$ cat src/rtl/RSA_pkg.sv
// rtl/RSA_pkg.sv - shared RSA key type, arbiter state encoding and job bundle
package RSA_pkg;

    localparam int MOD_WIDTH = 32;

    typedef logic [MOD_WIDTH-1:0] KeyType;

    typedef enum logic [1:0] {
        IDLE    = 2'd0,
        ISSUE   = 2'd1,
        WAIT    = 2'd2,
        DELIVER = 2'd3
    } ArbState_t;

    typedef struct packed {
        KeyType base;
        KeyType msg;
        KeyType key;
        KeyType modulus;
    } RsaJob_t;

endpackage

$ cat src/rtl/rr_arbiter.sv
// rtl/rr_arbiter.sv - combinational round-robin pick: first request at or after ptr, wrapping
module rr_arbiter #(
    parameter int N_REQ = 4,
    parameter int ID_W  = (N_REQ > 1) ? $clog2(N_REQ) : 1
) (
    input  logic [N_REQ-1:0] req,
    input  logic [ID_W-1:0]  ptr,
    output logic [N_REQ-1:0] grant,
    output logic [ID_W-1:0]  id
);

    int              idx;
    logic [ID_W-1:0] idx_id;
    logic            found;

    always_comb begin
        grant  = '0;
        id     = '0;
        found  = 1'b0;
        idx    = 0;
        idx_id = '0;
        for (int i = 0; i < N_REQ; i++) begin
            idx    = (int'(ptr) + i) % N_REQ;
            idx_id = ID_W'(idx);
            if (!found && req[idx_id]) begin
                found         = 1'b1;
                grant[idx_id] = 1'b1;
                id            = idx_id;
            end
        end
    end

endmodule

$ cat src/rtl/rsa_mont_arbiter.sv
// rtl/rsa_mont_arbiter.sv - round-robin sharing of one RSA modexp engine among N_REQ requesters
// Optional DELIVER timeout with rsp_drop pulse: define RSA_ARB_TIMEOUT_EN.
module rsa_mont_arbiter
    import RSA_pkg::*;
#(
    parameter int N_REQ = 4,
    parameter int ID_W  = (N_REQ > 1) ? $clog2(N_REQ) : 1
`ifdef RSA_ARB_TIMEOUT_EN
    ,
    parameter int TIMEOUT = 1024
`endif
) (
    input  logic             clk,
    input  logic             rst,
    input  logic [N_REQ-1:0] req_valid,
    output logic [N_REQ-1:0] req_ready,
    input  KeyType           req_base    [N_REQ],
    input  KeyType           req_msg     [N_REQ],
    input  KeyType           req_key     [N_REQ],
    input  KeyType           req_modulus [N_REQ],
    output logic [N_REQ-1:0] rsp_valid,
    input  logic [N_REQ-1:0] rsp_ready,
    output KeyType           rsp_crypto,
    output logic [ID_W-1:0]  rsp_id,
    output logic             eng_i_valid,
    input  logic             eng_i_ready,
    output KeyType           eng_base,
    output KeyType           eng_msg,
    output KeyType           eng_key,
    output KeyType           eng_modulus,
    input  logic             eng_o_valid,
    output logic             eng_o_ready,
    input  KeyType           eng_crypto,
`ifdef RSA_ARB_TIMEOUT_EN
    output logic             rsp_drop,
`endif
    output logic             busy
);

    ArbState_t        state;
    logic [ID_W-1:0]  rr_ptr;
    logic [ID_W-1:0]  owner;
    RsaJob_t          job;
    KeyType           result;
    logic [N_REQ-1:0] grant;
    logic [ID_W-1:0]  gnt_id;
    logic [ID_W-1:0]  next_ptr;
    logic             deliver_done;

    rr_arbiter #(
        .N_REQ(N_REQ),
        .ID_W (ID_W)
    ) u_rr_arbiter (
        .req  (req_valid),
        .ptr  (rr_ptr),
        .grant(grant),
        .id   (gnt_id)
    );

    assign next_ptr = (owner == ID_W'(N_REQ - 1)) ? '0 : owner + 1'b1;

`ifdef RSA_ARB_TIMEOUT_EN
    localparam int CW = $clog2(TIMEOUT + 1);
    logic [CW-1:0] tmo_cnt;
    logic          tmo_hit;

    // Counts completed DELIVER cycles; the TIMEOUT-th cycle without rsp_ready drops the result.
    always_ff @(posedge clk or negedge rst) begin
        if (!rst) begin
            tmo_cnt <= '0;
        end else if (state == DELIVER) begin
            tmo_cnt <= tmo_cnt + 1'b1;
        end else begin
            tmo_cnt <= '0;
        end
    end

    assign tmo_hit      = (state == DELIVER) && !rsp_ready[owner] && (tmo_cnt == CW'(TIMEOUT - 1));
    assign rsp_drop     = tmo_hit;
    assign deliver_done = rsp_ready[owner] || tmo_hit;
`else
    assign deliver_done = rsp_ready[owner];
`endif

    always_ff @(posedge clk or negedge rst) begin
        if (!rst) begin
            state  <= IDLE;
            rr_ptr <= '0;
            owner  <= '0;
            job    <= '0;
            result <= '0;
        end else begin
            case (state)
                IDLE: begin
                    if (|(req_valid & grant)) begin
                        job.base    <= req_base[gnt_id];
                        job.msg     <= req_msg[gnt_id];
                        job.key     <= req_key[gnt_id];
                        job.modulus <= req_modulus[gnt_id];
                        owner       <= gnt_id;
                        state       <= ISSUE;
                    end
                end
                ISSUE: begin
                    if (eng_i_ready) state <= WAIT;
                end
                WAIT: begin
                    if (eng_o_valid) begin
                        result <= eng_crypto;
                        state  <= DELIVER;
                    end
                end
                DELIVER: begin
                    if (deliver_done) begin
                        rr_ptr <= next_ptr;
                        state  <= IDLE;
                    end
                end
                default: state <= IDLE;
            endcase
        end
    end

    // Every output below decodes registered state only, except req_ready which follows req_valid.
    assign busy        = (state != IDLE);
    assign req_ready   = (state == IDLE) ? grant : '0;
    assign eng_i_valid = (state == ISSUE);
    assign eng_o_ready = (state == WAIT);
    assign eng_base    = job.base;
    assign eng_msg     = job.msg;
    assign eng_key     = job.key;
    assign eng_modulus = job.modulus;
    assign rsp_valid   = (state == DELIVER) ? (N_REQ'(1) << owner) : '0;
    assign rsp_crypto  = (state == DELIVER) ? result : '0;
    assign rsp_id      = (state == DELIVER) ? owner : '0;

endmodule

$ cat config.mk
export PLATFORM = sky130hd
export DESIGN_NAME = rsa_mont_arbiter
export DESIGN_NICKNAME = d
export VERILOG_FILES = /design/src/rtl/RSA_pkg.sv /design/src/rtl/rr_arbiter.sv /design/src/rtl/rsa_mont_arbiter.sv
export SDC_FILE = /design/constraint.sdc
export NUM_CORES = 1
export LEC_CHECK = 0
export ABC_AREA = 1
export ABC_CLOCK_PERIOD_IN_PS = 3190
export BUFFER_PORTS_ARGS = -buffer_cell sky130_fd_sc_hd__buf_2
export CORE_AREA = 3 3 285 287
export DETAILED_ROUTE_END_ITERATION = 12
export DIE_AREA = 0 0 288 290
export HOLD_SLACK_MARGIN = 0.12
export PLACE_DENSITY_LB_ADDON = 0.12
export SYNTH_ARGS = -nofsm -noshare
export SYNTH_HDL_FRONTEND = slang
export SYNTH_SLANG_ARGS = --single-unit
$ cat constraint.sdc
create_clock -name clk -period 3.19 [get_ports clk]
set_clock_uncertainty 0.15 [all_clocks]
set_input_delay 0.638 -clock clk [delete_from_list [all_inputs] [get_ports clk]]
set_output_delay 0.638 -clock clk [all_outputs]
set_load 0.02 [all_outputs]
==> metrics, run 1 <==
Psw=0.0154 W; critical path arrival=2.21 ns; FF+latch area=4160 sq um; Synth-to-Final Area Change=45.5%; Final Cycle Share=94.0%; total gr overflow=0; simple logic cell fraction of the synthesized area=50.5%; layout cells sized above 1=40.0%; CTS sink cnt=166; final wirelength=64500 um; gpl congestion=0.898; Leak Pwr=9.52 nW; Peak Freq=333 MHz; max cap viols=0; status=finished, final reports clean; Hold Path Class=input port to flip-flop; clock buffer depth=2; Rows=103; first-pass GRT wire length=94400 um; Post CTS Setup Buffer Count=0; Final setup viols=0; leading cell type in the layout, fill and taps excluded=buf_2; TritonCTS clock tree=yes; multi-input logic area=6830 sq um; nets@finish=2945; GRT Overall Usage=14.9%; switch share=58.8%; Compound-Gate Fraction of Synth Area=0.871%; setup TNS=0 ns; CP Launch Point=rr_ptr[0]; clock transition at the registers of the reported paths=0.08 ns; port bufs=728; Pre-antenna DRT Iters=5; Slew Limit Fails=0; Synth cell types=31; Mapped Cells=1717; Worst path max stage delay=0.42 ns; clk root buf=clkbuf_16; Max Fanout on Critical Path=12; Slew @ Worst Pin=0.677 ns; mux share of post-synthesis cell area=2.99%; most frequent cells in the layout=724 x buf_2, 594 x nand2_1, 582 x nand3_1, 165 x dfrtp_1, 81 x nand3_2; Hold Vio Cnt, Final=0; clock share of power=8.3%; Initial Utilization=15.3%; Vias/cell=4.22; logic gate share of total power=77.3%; syn_area_per_cell=7.03 sq um; HP Start=eng_crypto[15]; total internal power=0.0108 W; power share of the sequential group=14.4%; antenna violations before repair=5; largest family of logic cells by synthesized area=simple AND/OR/NAND/NOR gates; Tot Pwr=0.0262 W; adder-cell share of the synthesized area=1.56%; Crit Reg-Reg Startpoint=rr_ptr[0]; YS warnings=0; number of global-route vias before repair=14800; critical path type=flip-flop to output port; first-iteration detailed-routing DRC count=708; max_slew headroom=54.8%; Final HPWL DP=49900 um; Synth Register Bits=166; pwr/cell area=1490 nW/um^2; syn nets=2288; Worst Setup End Kind=output port; sequential share of the synthesized area=34.4%; design area=17600 sq um; WP data required=2.40 ns; Wirelength per Cell=18.8 um; Fillers=9139; die area=83500 sq um; core footprint=78900 sq um; Synth Area in XOR/XNOR=0%; largest net degree at the start of global routing=85; H-tree Lvls=4; total CTS buffers=17; Max rail drop VDD=1.02 mV; Startpoint Class=flip-flop; Cell Area, Placed=16900 sq um; crit-path cells=inv_8 > ha_4 > inv_2 > nand3_1 > nand2_2 > nor2_4 > nand3_1 > nand3_1 > nand2_1 > inv_1 > buf_2; CP most frequent cell=nand3_1; Worst path slowest cell=dfrtp_2; crit path time final=3.00 ns; Remaining DRCs=0; Cell Area, Synth=12100 sq um; I/O pins=729; remaining antenna violation count=0; via count=14500; die width=288 um; clk_lat worst skew=0.47 ns; Die Y=290 um
## path summary, 6_finish.rpt
path / end / slack [ns] / cells after the start
max: req_ready[1] / 0.19 / 11
min: result[15] / 0.24 / 2
max reg2reg: eng_base[22] / 0.33 / 13
min reg2reg: eng_modulus[25] / 0.33 / 2
max in group asynchronous: eng_msg[27] / 1.55 / 3
min in group asynchronous: result[25] / 0.51 / 2
## worst max-delay path, delay by kind of cell, from the launching register on
family | cells | cell delay, ns
adders and majority gates | 1 | 0.29
buffers and inverters | 4 | 0.37
DFF | 1 | 0.42
and+or+nand+nor | 6 | 0.66
## per-layer routing
| layer | vias to the layer above | track usage, % | wire length, um |
|---|---|---|---|
| met5 | - | 0 | 23 |
| met4 | 4 | 4.39 | 1410 |
| met3 | 63 | 3.76 | 4330 |
| met2 | 544 | 26.2 | 32400 |
| met1 | 6866 | 17.7 | 26400 |
| li1 | 7020 | - | - |
## stage by stage
| stage | std cells | util [%] | hold WS, ns | worst slack [ns] |
|---|---|---|---|---|
| finish | 3439 | 22.3 | 0.240 | 0.191 |
| global route | 3439 | 22.3 | 0.196 | -0.00339 |
| CTS | 3436 | 22.2 | 0.183 | 0.0701 |
| detailed placement | 3403 | 21.4 | 0.310 | 0.177 |
| global placement | 3403 | 21.4 | 0.309 | 0.197 |
| floorplan | 1717 | - | 0.192 | 0.650 |
## layout make-up
cell class	count	area share (%)
diodes	2	0.0285
clock buffers	17	2.42
clock inverters	15	0.876
inverters	62	1.38
multi-input cells	1341	38.9
flip-flops and latches	166	23.7
well taps	1050	7.48
repair buffers	786	25.3
## power groups by stage
stage | sequential [W] | combinational, W | clock, W
2_1_floorplan | 0.00469 | 0.0127 | 0
3_3_place_gp | 0.00379 | 0.0207 | 0
3_5_place_dp | 0.00379 | 0.0206 | 0
4_1_cts | 0.00378 | 0.0207 | 0.00229
5_1_grt | 0.00391 | 0.0226 | 0.00237
6_report | 0.00377 | 0.0202 | 0.00217
## what timing repair did
| item | CTS | global route |
|---|---|---|
| pin swaps | 0 | 3 |
| hold buffers | 1 | 0 |
| cloned | 0 | 1 |
| setup endpoints to repair | 4 | 4 |
| hold endpoints to repair | 44 | 0 |
| resized for setup | 6 | 6 |
## flip-flops by register name (all words and copies together), names as in the netlist
signal,flops
eng_base,32
owner,2
eng_modulus,32
rr_ptr,2
eng_msg,32
state,2
result,32
eng_key,32
## Yosys cell counts
cell      instances  share of area, %
a21boi_0          3              0.19
a21boi_1          1             0.062
a21oi_1           6              0.25
a32o_1            1             0.083
buf_1             8              0.25
buf_12            9               1.5
buf_2            88               3.6
buf_4             8              0.50
buf_6             7              0.65
buf_8             2              0.25
clkbuf_1         27              0.84
dfrtp_1         166                34
ha_1             15               1.6
inv_1            60               1.9
inv_2             1             0.031
inv_8             1             0.093
mux2_2           32               3.0
nand2_1         597                19
nand2_2           5              0.26
nand2_4           2              0.19
nand3_1         583                24
nand3_2          81               6.7
nand3b_4          1              0.17
nand4_1           1             0.052
nor2_1            2             0.062
nor2_2            2              0.10
nor2_4            1             0.093
nor2_8            1              0.17
o21ai_0           4              0.17
o21ai_2           1             0.073
o22ai_1           1             0.052
## cell families (layout without fill, tap and decap cells)
group | after synthesis | count (layout)
AND/OR/NAND/NOR | 1276 | 1277
multiplexers | 32 | 32
flip-flops | 166 | 166
other | 0 | 2
adder cells (fa/ha/maj) | 15 | 15
AO/OA/AOI/OAI | 17 | 17
buffers and inverters | 211 | 880
Power figures use the tool's default switching activity.
==> run 2, diff against run 1 <==
- PLACE_DENSITY_LB_ADDON: 0.12 -> unset
==> metrics, run 2 (synthesis results as in run 1) <==
status=finished, final reports clean; diodes inserted=0; crit path time final=3.04 ns; clock buffer depth=2; Startpoint Class=flip-flop; Hold Path Class=input port to flip-flop; Pre-antenna DRT Iters=5; total gr overflow=0; Final HPWL DP=43100 um; pre-CTS setup slack=0.00101 ns; H-tree Lvls=4; critical path type=flip-flop to output port; Final setup viols=0; number of global-route vias before repair=14200; Psw=0.0152 W; clock share of power=8.3%; multi-input logic area=6850 sq um; WHS=0.243 ns; Fillers=8901; die width=288 um; pwr/cell area=1480 nW/um^2; FF+latch area=4160 sq um; power share of the sequential group=14.5%; antenna violations before repair=1; Vias/cell=4.21; Slew @ Worst Pin=0.571 ns; Rows=103; layout cells sized above 1=40.5%; first-pass GRT wire length=82300 um; RSZ-0062 raised after global routing=false; I/O pins=729; CTS sink cnt=166; Leak Pwr=9.62 nW; critical path arrival=2.25 ns; total internal power=0.0110 W; WP data required=2.40 ns; core footprint=78900 sq um; TritonCTS clock tree=yes; Worst Setup End Kind=output port; max_slew headroom=62.0%; total CTS buffers=17; clk_lat worst skew=0.46 ns; port bufs=728; via count=14600; Initial Utilization=15.3%; die area=83500 sq um; final wirelength=55900 um; clk root buf=clkbuf_16; Max Fanout on Critical Path=12; worst setup margin=0.155 ns; logic gate share of total power=77.2%; clock transition at the registers of the reported paths=0.08 ns; Slew Limit Fails=0; gpl congestion=0.908; setup TNS=0 ns; largest net degree at the start of global routing=88; remaining antenna violation count=0; Hold Vio Cnt, Final=0; Remaining DRCs=0; leading cell type in the layout, fill and taps excluded=buf_2; Synth-to-Final Area Change=46.7%; Wirelength per Cell=16.2 um; Max rail drop VDD=1.02 mV; most frequent cells in the layout=727 x buf_2, 594 x nand2_1, 579 x nand3_1, 165 x dfrtp_1, 85 x nand3_2; Peak Freq=329 MHz; GRT Overall Usage=12.8%; Post-Route Utilization=22.4%; max cap viols=0; switch share=58.0%; Die Y=290 um; nets@finish=2964; Final Cycle Share=95.1%; first-iteration detailed-routing DRC count=814
-- run 2: final timing paths --
path	to	start	cells after the start	slack, ns
worst max-delay path	req_ready[3]	rr_ptr[0]	11	0.15
worst min-delay path	result[16]	eng_crypto[16]	2	0.24
worst min register to register	eng_msg[21]	eng_msg[21]	2	0.32
max in group asynchronous	eng_base[5]	rst	3	1.62
min in group asynchronous	eng_key[22]	rst	2	0.58
worst max register to register	eng_msg[10]	rr_ptr[0]	14	0.21
-- run 2: timing repair --
action / 4_1_cts / 5_1_grt
gates cloned: 0 / 1
hold endpoints to repair: 58 / 0
pin swaps: 0 / 3
hold buffers: 1 / 0
setup endpoints to repair: 5 / 9
resized for setup: 3 / 8
buffers inserted: 0 / 1
-- run 2: area by class of cell --
type / instances / share of cell area, %
Multi-Input combinational cell: 1341 / 38.7
Timing Repair Buffer: 805 / 25.7
Sequential cell: 166 / 23.5
Tap cell: 1050 / 7.42
Clock buffer: 17 / 2.40
Inverter: 62 / 1.39
Clock inverter: 15 / 0.975
-- run 2: through the flow --
| step | power, W | cells | cell area, sq um |
|---|---|---|---|
| 2_1_floorplan | 0.0174 | 1717 | 12100 |
| 3_3_place_gp | 0.0241 | 3421 | 17000 |
| 3_5_place_dp | 0.0241 | 3421 | 17000 |
| 4_1_cts | 0.0265 | 3454 | 17700 |
| 5_1_grt | 0.0288 | 3456 | 17700 |
| 6_report | 0.0263 | 3456 | 17700 |
-- run 2: power groups by stage --
stage	logic (W)	clock network (W)	registers, W
after floorplan	0.0127	0	0.00469
after global placement	0.0203	0	0.00381
after detailed placement	0.0203	0	0.00383
after CTS	0.0203	0.00233	0.00382
after global routing	0.0224	0.00242	0.00395
final	0.0203	0.00217	0.00382
-- run 2: layer usage --
metal | part of all wire [%] | up-vias | routed length (um) | track usage (%)
met5 | 0 | - | 0 | 0
met4 | 3.3 | 0 | 1860 | 5.54
met3 | 7.6 | 87 | 4240 | 2.50
met2 | 48 | 763 | 27000 | 22.1
met1 | 41 | 6637 | 22800 | 15.4
li1 | - | 7063 | - | -
-- run 2: worst max-delay path, stage by stage, from the launching register on --
cell and delay, ns:
dfrtp_2 0.42, inv_8 0.07, ha_4 0.30, clkinvlp_4 0.12, nand3_2 0.11, nand2_4 0.09
nor2_4 0.15, nand3_1 0.09, nand3_1 0.13, nand2_1 0.08, inv_1 0.06, buf_2 0.15
==> run 3, diff against run 2 <==
- CELL_PAD_IN_SITES_DETAIL_PLACEMENT: unset -> 2
- CELL_PAD_IN_SITES_GLOBAL_PLACEMENT: unset -> 2
- CORE_AREA: 3 3 285 287 -> 3 3 284 286
- DIE_AREA: 0 0 288 290 -> 0 0 287 289
- GPL_TIMING_DRIVEN: unset -> 0
- PLACE_DENSITY_LB_ADDON: unset -> 0.1
==> metrics, run 3 (synthesis results as in run 1) <==
status=finished, final reports clean; most frequent cells in the layout=804 x buf_2, 593 x nand2_1, 576 x nand3_1, 164 x dfrtp_1, 86 x nand3_2; largest net degree at the start of global routing=93; Slew @ Worst Pin=0.727 ns; antenna violations before repair=35; critical path arrival=3.36 ns; WP data required=3.46 ns; clock buffer depth=2; total gr overflow=0; TritonCTS clock tree=yes; number of global-route vias before repair=16800; leading cell type in the layout, fill and taps excluded=buf_2; Startpoint Class=flip-flop; Die Y=289 um; Cell Area, Placed=17100 sq um; die area=82900 sq um; first-pass GRT wire length=117000 um; Post-Route Utilization=23.0%; Final HPWL DP=68500 um; clk_lat worst skew=0.48 ns; Leak Pwr=9.81 nW; Remaining DRCs=0; I/O pins=729; total internal power=0.0110 W; clock share of power=8.1%; nets@finish=3054; core footprint=78600 sq um; power share of the sequential group=13.5%; fin cells=3561; Initial Utilization=15.4%; design area=18100 sq um; Wirelength per Cell=23.5 um; placed cell count=3496; first-iteration detailed-routing DRC count=626; CTS sink cnt=166; Rows=103; final wirelength=83700 um; max cap viols=0; Max Fanout on Critical Path=10; GRT Overall Usage=19.4%; Worst Setup End Kind=flip-flop; via count=15400; remaining antenna violation count=0; clk root buf=clkbuf_16; crit path time final=3.09 ns; Final Cycle Share=97.0%; WHS=0.225 ns; Vias/cell=4.32; Hold Vio Cnt, Final=0; gpl congestion=0.824; RSZ-0062 raised after global routing=true; critical path type=flip-flop to flip-flop; max_slew headroom=51.5%; Hold Path Class=input port to flip-flop; H-tree Lvls=4; Psw=0.0171 W; Peak Freq=323 MHz; Slew Limit Fails=0; layout cells sized above 1=42.2%; switch share=61.0%; Max rail drop VDD=0.691 mV; Final setup viols=0; logic gate share of total power=78.3%; total CTS buffers=17; Synth-to-Final Area Change=49.7%; Tot Pwr=0.0281 W; port bufs=728; Pre-antenna DRT Iters=5; clock transition at the registers of the reported paths=0.09 ns; die width=287 um; pwr/cell area=1560 nW/um^2
run 3: cell types whose count changed in the layout (fill, tap and decap cells not counted), moves of 11 or more:
cell | previous run | this run
buf_2 | 727 | 804
buf_4 | 51 | 28
clkbuf_1 | 0 | 18
buf_12 | 25 | 9
diode_2 | 0 | 15
buf_6 | 0 | 11
run 3: final cells by class:
cell class                      count  area (sq um)
Antenna cell                       15          37.5
Buffer                            149           968
Clock buffer                       17           425
Clock inverter                     15           190
Fill cell                        9592         60500
Inverter                           62           254
Multi-Input combinational cell   1341          6880
Sequential cell                   166          4160
Tap cell                         1050          1310
Timing Repair Buffer              745          3830
Timing Repair inverter              1          8.76
run 3: power by group through the flow:
stage,Clock (W),Combinational (W),Sequential (W)
after global routing,0.00248,0.0246,0.00396
after floorplan,0,0.0127,0.00469
after global placement,0,0.0217,0.00381
after CTS,0.00242,0.0225,0.00383
after detailed placement,0,0.0220,0.00386
final,0.00228,0.0220,0.00381
run 3: final timing paths:
kind	from	to	slack (ns)	depth (start not counted)
hold reg to reg	eng_base[19]	eng_base[19]	0.33	2
hold / removal	eng_crypto[12]	result[12]	0.22	2
setup reg to reg	rr_ptr[0]	eng_base[5]	0.1	17
setup / recovery	rr_ptr[0]	eng_base[5]	0.1	17
max in group asynchronous	rst	eng_modulus[16]	1.34	3
min in group asynchronous	rst	eng_msg[3]	0.54	2
run 3: critical path, cell delays in order (launching register included):
cell,delay [ns]
dfrtp_2,0.41
buf_8,0.14
inv_12,0.04
ha_4,0.31
inv_6,0.05
nand3_1,0.08
nand2_1,0.09
nand2_1,0.09
inv_2,0.07
nand2_2,0.14
nand3b_4,0.11
nand2_2,0.16
buf_4,0.34
buf_2,0.28
nand2_1,0.09
nand3_1,0.25
nand3_2,0.14
nand2_1,0.07
run 3: routing by layer:
| layer | GRT usage, % | part of all wire (%) | up-vias |
|---|---|---|---|
| met1 | 22.5 | 40 | 7604 |
| met5 | 0 | 0.26 | - |
| met2 | 35.3 | 52 | 420 |
| met4 | 4.40 | 1.3 | 32 |
| met3 | 5.58 | 6.5 | 76 |
| li1 | - | - | 7262 |
run 3: metrics by stage:
stage	TNS [ns]	worst slack, ns
6_report	0	0.0959
5_1_grt	-0.129	-0.0443
4_1_cts	0	0.00152
3_5_place_dp	-73.20	-0.769
3_3_place_gp	-413.48	-2.11
2_1_floorplan	0	0.650
run 3: timing repair:
action / CTS / global route
endpoints found under the setup margin: 154 / 78
hold buffers: 1 / 0
pin swaps: 8 / 11
setup buffers: 7 / 8
gates cloned: 1 / 1
hold endpoints to repair: 74 / 0
gates resized for setup: 40 / 27
